--- src/rtl/mmu_pkg.sv ---
// Shared types and constants for the systolic MMU controller.
//   sys_op_e          : command opcode carried on cmd_op
//   sys_ctrl_state_e  : sequencer state encoding
//   SYS_PIPE_LAT      : cycles from the first activation read until the last
//                       psum reaches the array bottom (default array size)
package mmu_pkg;

  localparam int SYS_ROW_DEF    = 16;
  localparam int SYS_COL_DEF    = 16;
  localparam int LEN_WIDTH_DEF  = 16;
  localparam int ADDR_WIDTH_DEF = 16;

  localparam int SYS_PIPE_LAT = SYS_ROW_DEF + SYS_COL_DEF;

  typedef enum logic {
    LOAD_W  = 1'b0,
    COMPUTE = 1'b1
  } sys_op_e;

  typedef enum logic [2:0] {
    IDLE,
    WLOAD,
    WFLUSH,
    WCOMMIT,
    STREAM,
    DRAIN,
    FIN
  } sys_ctrl_state_e;

  function automatic int pipe_lat(input int rows, input int cols);
    return rows + cols;
  endfunction

endpackage

--- src/rtl/skew_pipe.sv ---
// 1-bit delay line with every stage exposed as a tap.
//   clk   : clock
//   clr_n : synchronous active-low clear of all stages
//   d     : input bit
//   q     : q[i] is d delayed by i+1 cycles
module skew_pipe #(
  parameter int DEPTH = 4
) (
  input  logic             clk,
  input  logic             clr_n,
  input  logic             d,
  output logic [DEPTH-1:0] q
);

  // The cast keeps the low DEPTH bits, so DEPTH=1 needs no special case.
  always_ff @(posedge clk) begin
    if (!clr_n) q <= '0;
    else        q <= DEPTH'({q, d});
  end

endmodule

--- src/rtl/sys_ctrl.sv ---
// Sequencer for the weight-stationary systolic MMU.
//   cmd_*        : one-at-a-time command handshake (LOAD_W / COMPUTE)
//   w_rd_*       : weight buffer reads, w_wen / global_w_wen drive the array
//   act_rd_*     : activation buffer reads
//   row_en       : per-row enable with diagonal skew
//   col_valid    : per-column psum valid at the array bottom
//   busy/done/err: status; err is sticky until reset
//
// state   | meaning
// IDLE    | waiting for a command, cmd_ready=1
// WLOAD   | reading SYS_ROW weight rows
// WFLUSH  | last weight row shifting into the array
// WCOMMIT | global weight commit, done pulse
// STREAM  | reading N activation vectors
// DRAIN   | waiting for the skew lines to empty
// FIN     | done pulse, back to IDLE
module sys_ctrl
  import mmu_pkg::*;
#(
  parameter int SYS_ROW    = SYS_ROW_DEF,
  parameter int SYS_COL    = SYS_COL_DEF,
  parameter int LEN_WIDTH  = LEN_WIDTH_DEF,
  parameter int ADDR_WIDTH = ADDR_WIDTH_DEF
) (
  input  logic                  clk,
  input  logic                  rstn,
  input  logic                  cmd_valid,
  output logic                  cmd_ready,
  input  logic                  cmd_op,
  input  logic [ADDR_WIDTH-1:0] cmd_addr,
  input  logic [LEN_WIDTH-1:0]  cmd_len,
  output logic                  w_rd_en,
  output logic [ADDR_WIDTH-1:0] w_rd_addr,
  output logic [SYS_COL-1:0]    w_wen,
  output logic [SYS_COL-1:0]    global_w_wen,
  output logic                  act_rd_en,
  output logic [ADDR_WIDTH-1:0] act_rd_addr,
  output logic [SYS_ROW-1:0]    row_en,
  output logic [SYS_COL-1:0]    col_valid,
  output logic                  busy,
  output logic                  done,
  output logic                  err
);

  // The last col_valid stage empties on its own during the FIN cycle, so
  // it is excluded when deciding that the pipeline has drained.
  localparam logic [SYS_COL-1:0] COL_MASK = {SYS_COL{1'b1}} >> 1;

  sys_ctrl_state_e      state;
  logic [LEN_WIDTH-1:0] cnt;
  logic                 w_loaded;
  logic                 w_wen_bit;
  logic                 pending;

  assign cmd_ready = (state == IDLE);
  assign busy      = (state != IDLE);
  assign w_wen     = {SYS_COL{w_wen_bit}};
  assign pending   = act_rd_en | (|row_en) | (|(col_valid & COL_MASK));

  skew_pipe #(.DEPTH(SYS_ROW)) u_row_skew (
    .clk   (clk),
    .clr_n (rstn),
    .d     (act_rd_en),
    .q     (row_en)
  );

  skew_pipe #(.DEPTH(SYS_COL)) u_col_skew (
    .clk   (clk),
    .clr_n (rstn),
    .d     (row_en[SYS_ROW-1]),
    .q     (col_valid)
  );

  always_ff @(posedge clk) begin
    if (!rstn) begin
      state        <= IDLE;
      cnt          <= '0;
      w_loaded     <= 1'b0;
      w_wen_bit    <= 1'b0;
      w_rd_en      <= 1'b0;
      w_rd_addr    <= '0;
      global_w_wen <= '0;
      act_rd_en    <= 1'b0;
      act_rd_addr  <= '0;
      done         <= 1'b0;
      err          <= 1'b0;
    end else begin
      done         <= 1'b0;
      global_w_wen <= '0;
      w_wen_bit    <= w_rd_en;
      case (state)
        IDLE: begin
          if (cmd_valid) begin
            if (sys_op_e'(cmd_op) == LOAD_W) begin
              state     <= WLOAD;
              w_rd_en   <= 1'b1;
              w_rd_addr <= cmd_addr;
              cnt       <= LEN_WIDTH'(SYS_ROW - 1);
            end else if (!w_loaded || cmd_len == '0) begin
              err   <= err | ~w_loaded;
              done  <= 1'b1;
              state <= FIN;
            end else begin
              state       <= STREAM;
              act_rd_en   <= 1'b1;
              act_rd_addr <= cmd_addr;
              cnt         <= cmd_len - 1'b1;
            end
          end
        end
        WLOAD: begin
          if (cnt == '0) begin
            w_rd_en <= 1'b0;
            state   <= WFLUSH;
          end else begin
            cnt       <= cnt - 1'b1;
            w_rd_addr <= w_rd_addr + 1'b1;
          end
        end
        WFLUSH: begin
          global_w_wen <= '1;
          done         <= 1'b1;
          w_loaded     <= 1'b1;
          state        <= WCOMMIT;
        end
        WCOMMIT: state <= IDLE;
        STREAM: begin
          if (cnt == '0) begin
            act_rd_en <= 1'b0;
            state     <= DRAIN;
          end else begin
            cnt         <= cnt - 1'b1;
            act_rd_addr <= act_rd_addr + 1'b1;
          end
        end
        DRAIN: begin
          if (!pending) begin
            done  <= 1'b1;
            state <= FIN;
          end
        end
        FIN:     state <= IDLE;
        default: state <= IDLE;
      endcase
    end
  end

endmodule

--- config.mk ---
export PLATFORM = sky130hd
export DESIGN_NAME = sys_ctrl
export DESIGN_NICKNAME = d
export VERILOG_FILES = /design/src/rtl/mmu_pkg.sv /design/src/rtl/skew_pipe.sv /design/src/rtl/sys_ctrl.sv
export SDC_FILE = /design/constraint.sdc
export NUM_CORES = 1
export LEC_CHECK = 0
export ABC_AREA = 1
export BUFFER_PORTS_ARGS = -buffer_cell sky130_fd_sc_hd__buf_2
export CORE_MARGIN = 2
export CORE_UTILIZATION = 49
export CTS_BUF_LIST = sky130_fd_sc_hd__clkbuf_16
export DETAILED_ROUTE_END_ITERATION = 12
export PLACE_DENSITY = 0.77
export SETUP_SLACK_MARGIN = 0.05
export SYNTH_ARGS = -nofsm -noshare
export SYNTH_HDL_FRONTEND = slang
export SYNTH_HIERARCHICAL = 1
export SYNTH_SLANG_ARGS = --single-unit
--- constraint.sdc ---
create_clock -name clk -period 1.96 [get_ports clk]
set_clock_uncertainty 0.2 [all_clocks]
set_input_delay 0.588 -clock clk [delete_from_list [all_inputs] [get_ports clk]]
set_output_delay 0.588 -clock clk [all_outputs]
set_load 0.005 [all_outputs]
Yosys cells after proc, flatten, opt, wreduce, memory -nomap -nowiden
Index checks and enable logic that the tools add are counted.
{ "totals": {"output_inout_bits": 102, "wordCells": 90, "ff_bits": 105, "inputBits": 36} }
{ "op_classes": {"n_eq_ne": 15, "n_reduce_logical": 19, "mux": 35, "addsub": 4, "bitwise": 4} }
{ "op_table": {"columns": ["cell", "count"], "rows": [
  ["$mux W16", 12],
  ["$pmux W16 S2", 3],
  ["$add A16 B1 Y16 const B", 2],
  ["$logic_not A16 Y1", 2],
  ["$sub A16 B1 Y16 const B", 2],
  ["$reduce_and A4 Y1", 5],
  ["$ne A2 B2 Y1 const B", 9],
  ["$reduce_or A16 Y1", 1],
  ["$mux W3", 5],
  ["$pmux W3 S5", 1],
  ["$reduce_or A15 Y1", 1],
  ["$mux W1", 10],
  ["$reduce_and A5 Y1", 2],
  ["$eq A3 B3 Y1 const B", 2],
  ["$reduce_bool A2 Y1", 3],
  ["$pmux W1 S2", 2],
  ["$eq A3 B1 Y1 const B", 1],
  ["$eq A3 B2 Y1 const B", 1],
  ["$logic_not A3 Y1", 1],
  ["$ne A3 B3 Y1 const B", 1],
  ["$or A1 B1 Y1", 3],
  ["$pmux W1 S3", 1],
  ["$reduce_bool A3 Y1", 1],
  ["$mux W2", 1],
  ["other kinds (5)", 5]
]} }

Depth between registers and ports, before layout
{ "logic_depth": {"depth_word": 6, "depth_mapped": 12, "depth_no_buf": 12} }

By module
Netlist, hierarchy kept.
{ "by_module_without_submodules": {"columns": ["module", "area_per_inst_um2", "cells_each", "seq_area_each_um2", "instances"], "rows": [
  ["sys_ctrl", 4647.0, 793, 1161.1, 1],
  ["skew_pipe", 484.2, 50, 320.3, 2]
]} }

Worst setup path before layout
Ideal clock, no wire load.
{ "synth_timing": {"path_type": "input -> register", "from": "input port cmd_len[0]", "to": "register act_rd_addr[0]", "required_time_ns": 1.690, "t_arrival_ns": 1.773, "path_slack_ns": -0.083, "setup_time_ns": 0.070, "path_buffers": 1, "cell_stages": 12, "path_cell_list": "inv_1 -> ha_1 -> nand2_1 -> nor2_1 -> nand2_1 -> nand2_1 -> nand2_1 -> nand3_4 -> inv_4 -> buf_6 -> nand2_2 -> a21oi_2"} }
{ "synth_between": {"elab_chain_cells": 4} }
{ "synth_rtl": {"columns": ["item", "line", "source"], "rows": [
  ["start: declaration", "sys_ctrl.sv:31", "input logic [LEN_WIDTH-1:0] cmd_len,"],
  ["$logic_not A16 Y1", "sys_ctrl.sv:99", "end else if (!w_loaded || cmd_len == '0) begin"],
  ["$logic_or A1 B1 Y1", "sys_ctrl.sv:99", null],
  ["$ne A2 B2 Y1 (no source line)", null, null],
  ["$reduce_and A5 Y1 (no source line)", null, null],
  ["end signal: assignment", "sys_ctrl.sv:106", "act_rd_addr <= cmd_addr;"],
  ["end signal: assignment", "sys_ctrl.sv:133", "act_rd_addr <= act_rd_addr + 1'b1;"],
  ["end: declaration", "sys_ctrl.sv:37", "output logic [ADDR_WIDTH-1:0] act_rd_addr,"]
]} }
Every way passes these cells.
A chain may end at the register's enable or synchronous reset.

Worst setup path in the final report
{ "layout_timing": {"from": "register state[0]", "to": "output port cmd_ready"} }
{ "layout_between": {"elab_chain_cells": 1} }
{ "layout_rtl": {"columns": ["item", "line", "source"], "rows": [
  ["start: declaration", "sys_ctrl.sv:49", "sys_ctrl_state_e state;"],
  ["start signal: assignment", "sys_ctrl.sv:76", "state <= IDLE;"],
  ["start signal: assignment", "sys_ctrl.sv:95", "state <= WLOAD;"],
  ["start signal: assignment", "sys_ctrl.sv:102", "state <= FIN;"],
  ["$logic_not A3 Y1", "sys_ctrl.sv:55", "assign cmd_ready = (state == IDLE);"],
  ["end: declaration", "sys_ctrl.sv:28", "output logic cmd_ready,"]
]} }
Every way passes these cells.

==> flow_summary.json <==
{
  "period_needed_ns": 1.91,
  "avgSynthCellArea_um2": 6.29,
  "cts_sinks": 90,
  "yosys.area.top_type": "dfxtp_1",
  "clkTransAtPathRegs_ns": 0.07,
  "relSlewSlack_pct": 74.8,
  "required_ns": 1.17,
  "run_status": "complete, no violations",
  "dp_hpwl_mm": 11.0,
  "core_area_um2": 11300,
  "worstMarginPinSlew_ns": 0.378,
  "endpoint_kind": "primary output",
  "critPathCapture": "cmd_ready",
  "drt_iter0_drc": 421,
  "post-route-period-util_pct": 97.6,
  "gr-usage-met1_pct": 31.8,
  "hold_violations": 0,
  "fmax_mhz": 523,
  "ant_nets": 0,
  "rsz0062_at_grt": "yes",
  "ys_seq_area_share_pct": 32.1,
  "yosys_warnings": 6,
  "wl_per_cell_um": 12.3,
  "syn_to_final_growth_pct": 25.5,
  "nNetsFinal": 1087,
  "whs_path_depth": 2,
  "netlist_instances": 893,
  "reg2reg_depth": 10,
  "startpoint": "state[0]",
  "clockRootBuffer": "clkbuf_16",
  "cts_max_level": 3,
  "track_usage_pct": 23.1,
  "place_inst": 1172,
  "dieArea_um2": 12300,
  "r2r_start": "state[0]",
  "cts_buffers": 9,
  "final.setup.tns_ns": 0,
  "layout-drive-gt1-share_pct": 28.7,
  "start_util_pct": 49.6,
  "cts_tree": "done",
  "num_rows": 39,
  "use_met2_pct": 37.2,
  "synth_fp_nets": 934,
  "finalMaxSlewViolations": 0,
  "numPortBuffers": 137,
  "num_antenna_cells": 0,
  "grt_pass1_vias": 5069,
  "busiest_layer": "met2",
  "worstSetupPathType": "reg2out",
  "routed_wl_mm": 14.7,
  "die_w_um": 111,
  "io_pins": 138,
  "via_count": 5933,
  "die_h_um": 111,
  "finalSetupViolCount": 0,
  "r2r_end": "w_rd_addr[14]",
  "total_power_uw": 9170,
  "rrSetupSlack_ns": 0.09,
  "arrival_ns": 1.12,
  "grt_max_degree": 35,
  "yosysUniqueCellTypes": 39,
  "clock_latency_ns": 0.35,
  "gp_congestion": 0.938,
  "power_density_nw_per_um2": 1300,
  "use_met3_pct": 4.43,
  "grt_remaining_overflow": 0,
  "viasPerCell": 4.97,
  "vdd_drop_max_mv": 0.714,
  "post_layout_nonfiller_instances": 1194,
  "clock_path_buffers": 2,
  "netlist_area_um2": 5620,
  "grt_pass1_wl_mm": 23.6,
  "crit_fanout": 5,
  "yosys_register_bits": 90,
  "synth_area_leaders": "dfxtp_1 32%, nand2_1 16%, nor2_1 9.2%",
  "synth_top_area_share_pct": 32.1,
  "cap_viol_max_count": 0,
  "p_leak_uw": 0.00377,
  "min_path_type": "reg2reg",
  "drc": 0,
  "drtPass1Iterations": 5,
  "start_kind": "register",
  "nFillCells": 1060,
  "antenna_found_initial": 0
}
[synth_stat cells, drive strengths merged]
library cell    n
a211oi          1
a21oi          50
a22oi           5
a31oi           1
and2            4
buf            44
clkbuf         10
dfxtp          90
ha              5
inv           123
nand2         261
nand3          61
nand3b          1
nand4          13
nor2          141
nor3           16
o211ai          1
o21ai          45
o21bai          2
o22ai           2
or2             6
xnor2           4
xor2            7
[cell families (layout without fill, tap and decap cells)]
group                      after synthesis  after routing  synth area share, %
xor gates and xnor gates                11             11                 1.72
adders and majority gates                5              5                 1.11
and+or+nand+nor                        503            503                 38.8
AOI/OAI and AO/OA                      107            107                 10.8
buffers and inverters                  177            335                 15.5
DFF                                     90             90                 32.1
[worst min-delay path by stage]
stage / start / endpoint
6_report: u_row_skew/q[5] / u_row_skew/q[6]
5_1_grt: u_col_skew/q[12] / u_col_skew/q[13]
4_1_cts: u_row_skew/q[8] / u_row_skew/q[9]
3_5_place_dp: u_row_skew/q[5] / u_row_skew/q[6]
3_3_place_gp: u_col_skew/q[13] / u_col_skew/q[14]
2_1_floorplan: w_rd_en / w_wen_bit
[cell usage in the layout, fill, tap and decap left out, drive strengths merged, types with 4 or more instances in the layout]
cell | synthesis | final
nand2 | 261 | 261
buf | 44 | 196
nor2 | 141 | 141
inv | 123 | 128
dfxtp | 90 | 90
nand3 | 61 | 61
a21oi | 50 | 50
o21ai | 45 | 45
nor3 | 16 | 16
nand4 | 13 | 13
clkbuf | 10 | 9
xor2 | 7 | 7
or2 | 6 | 6
a22oi | 5 | 5
ha | 5 | 5
and2 | 4 | 4
xnor2 | 4 | 4
[layout make-up]
type	count	area (µm²)	area share [%]
tap	143	179	2.54
inverter	123	469	6.66
multi-input combinational	626	3060	43.5
clock buffer	9	225	3.20
sequential	90	1820	25.8
timing repair buffer	196	1210	17.2
clock inverter	7	81.3	1.15
[sequential cells by signal (all words and copies together), names as in the netlist, 3 cells and up]
name / count
state: 3
cnt: 16
u_row_skew/q: 16
u_col_skew/q: 16
act_rd_addr: 16
w_rd_addr: 16
[critical path, stage by stage (launching register included)]
cell	delay (ns)
dfxtp_4	0.38
inv_2	0.06
nand2_2	0.08
nor2_4	0.14
buf_6	0.12
[where the power goes]
| part | switching (µW) | internal [µW] |
|---|---|---|
| sequential | 510 | 2270 |
| clock | 788 | 1010 |
| combinational | 2670 | 1920 |
| total | 3970 | 5200 |
[stage by stage]
stage	setup WS (ns)	instance area [µm²]	hold WS (ns)	util [%]
after global placement	-0.150	6550	0.227	57.9
final	0.0479	7050	0.248	62.3
after floorplan	0.0633	5650	0.236	-
after global routing	-0.0162	7050	0.268	62.3
after CTS	0.00274	6870	0.249	60.7
after detailed placement	-0.190	6550	0.243	57.9
[metal layers]
layer / up-vias / routed length [µm]
met5: - / 0
met4: 0 / 286
met3: 26 / 1210
met2: 258 / 6650
met1: 2589 / 6560
li1: 3060 / -
[repair_timing]
action | CTS | global route
setup endpoints to repair | 51 | 53
hold buffers | 0 | 0
gates resized for setup | 6 | 37
setup buffers | 0 | 6
pin swaps | 0 | 7
Power figures use the tool's default switching activity.
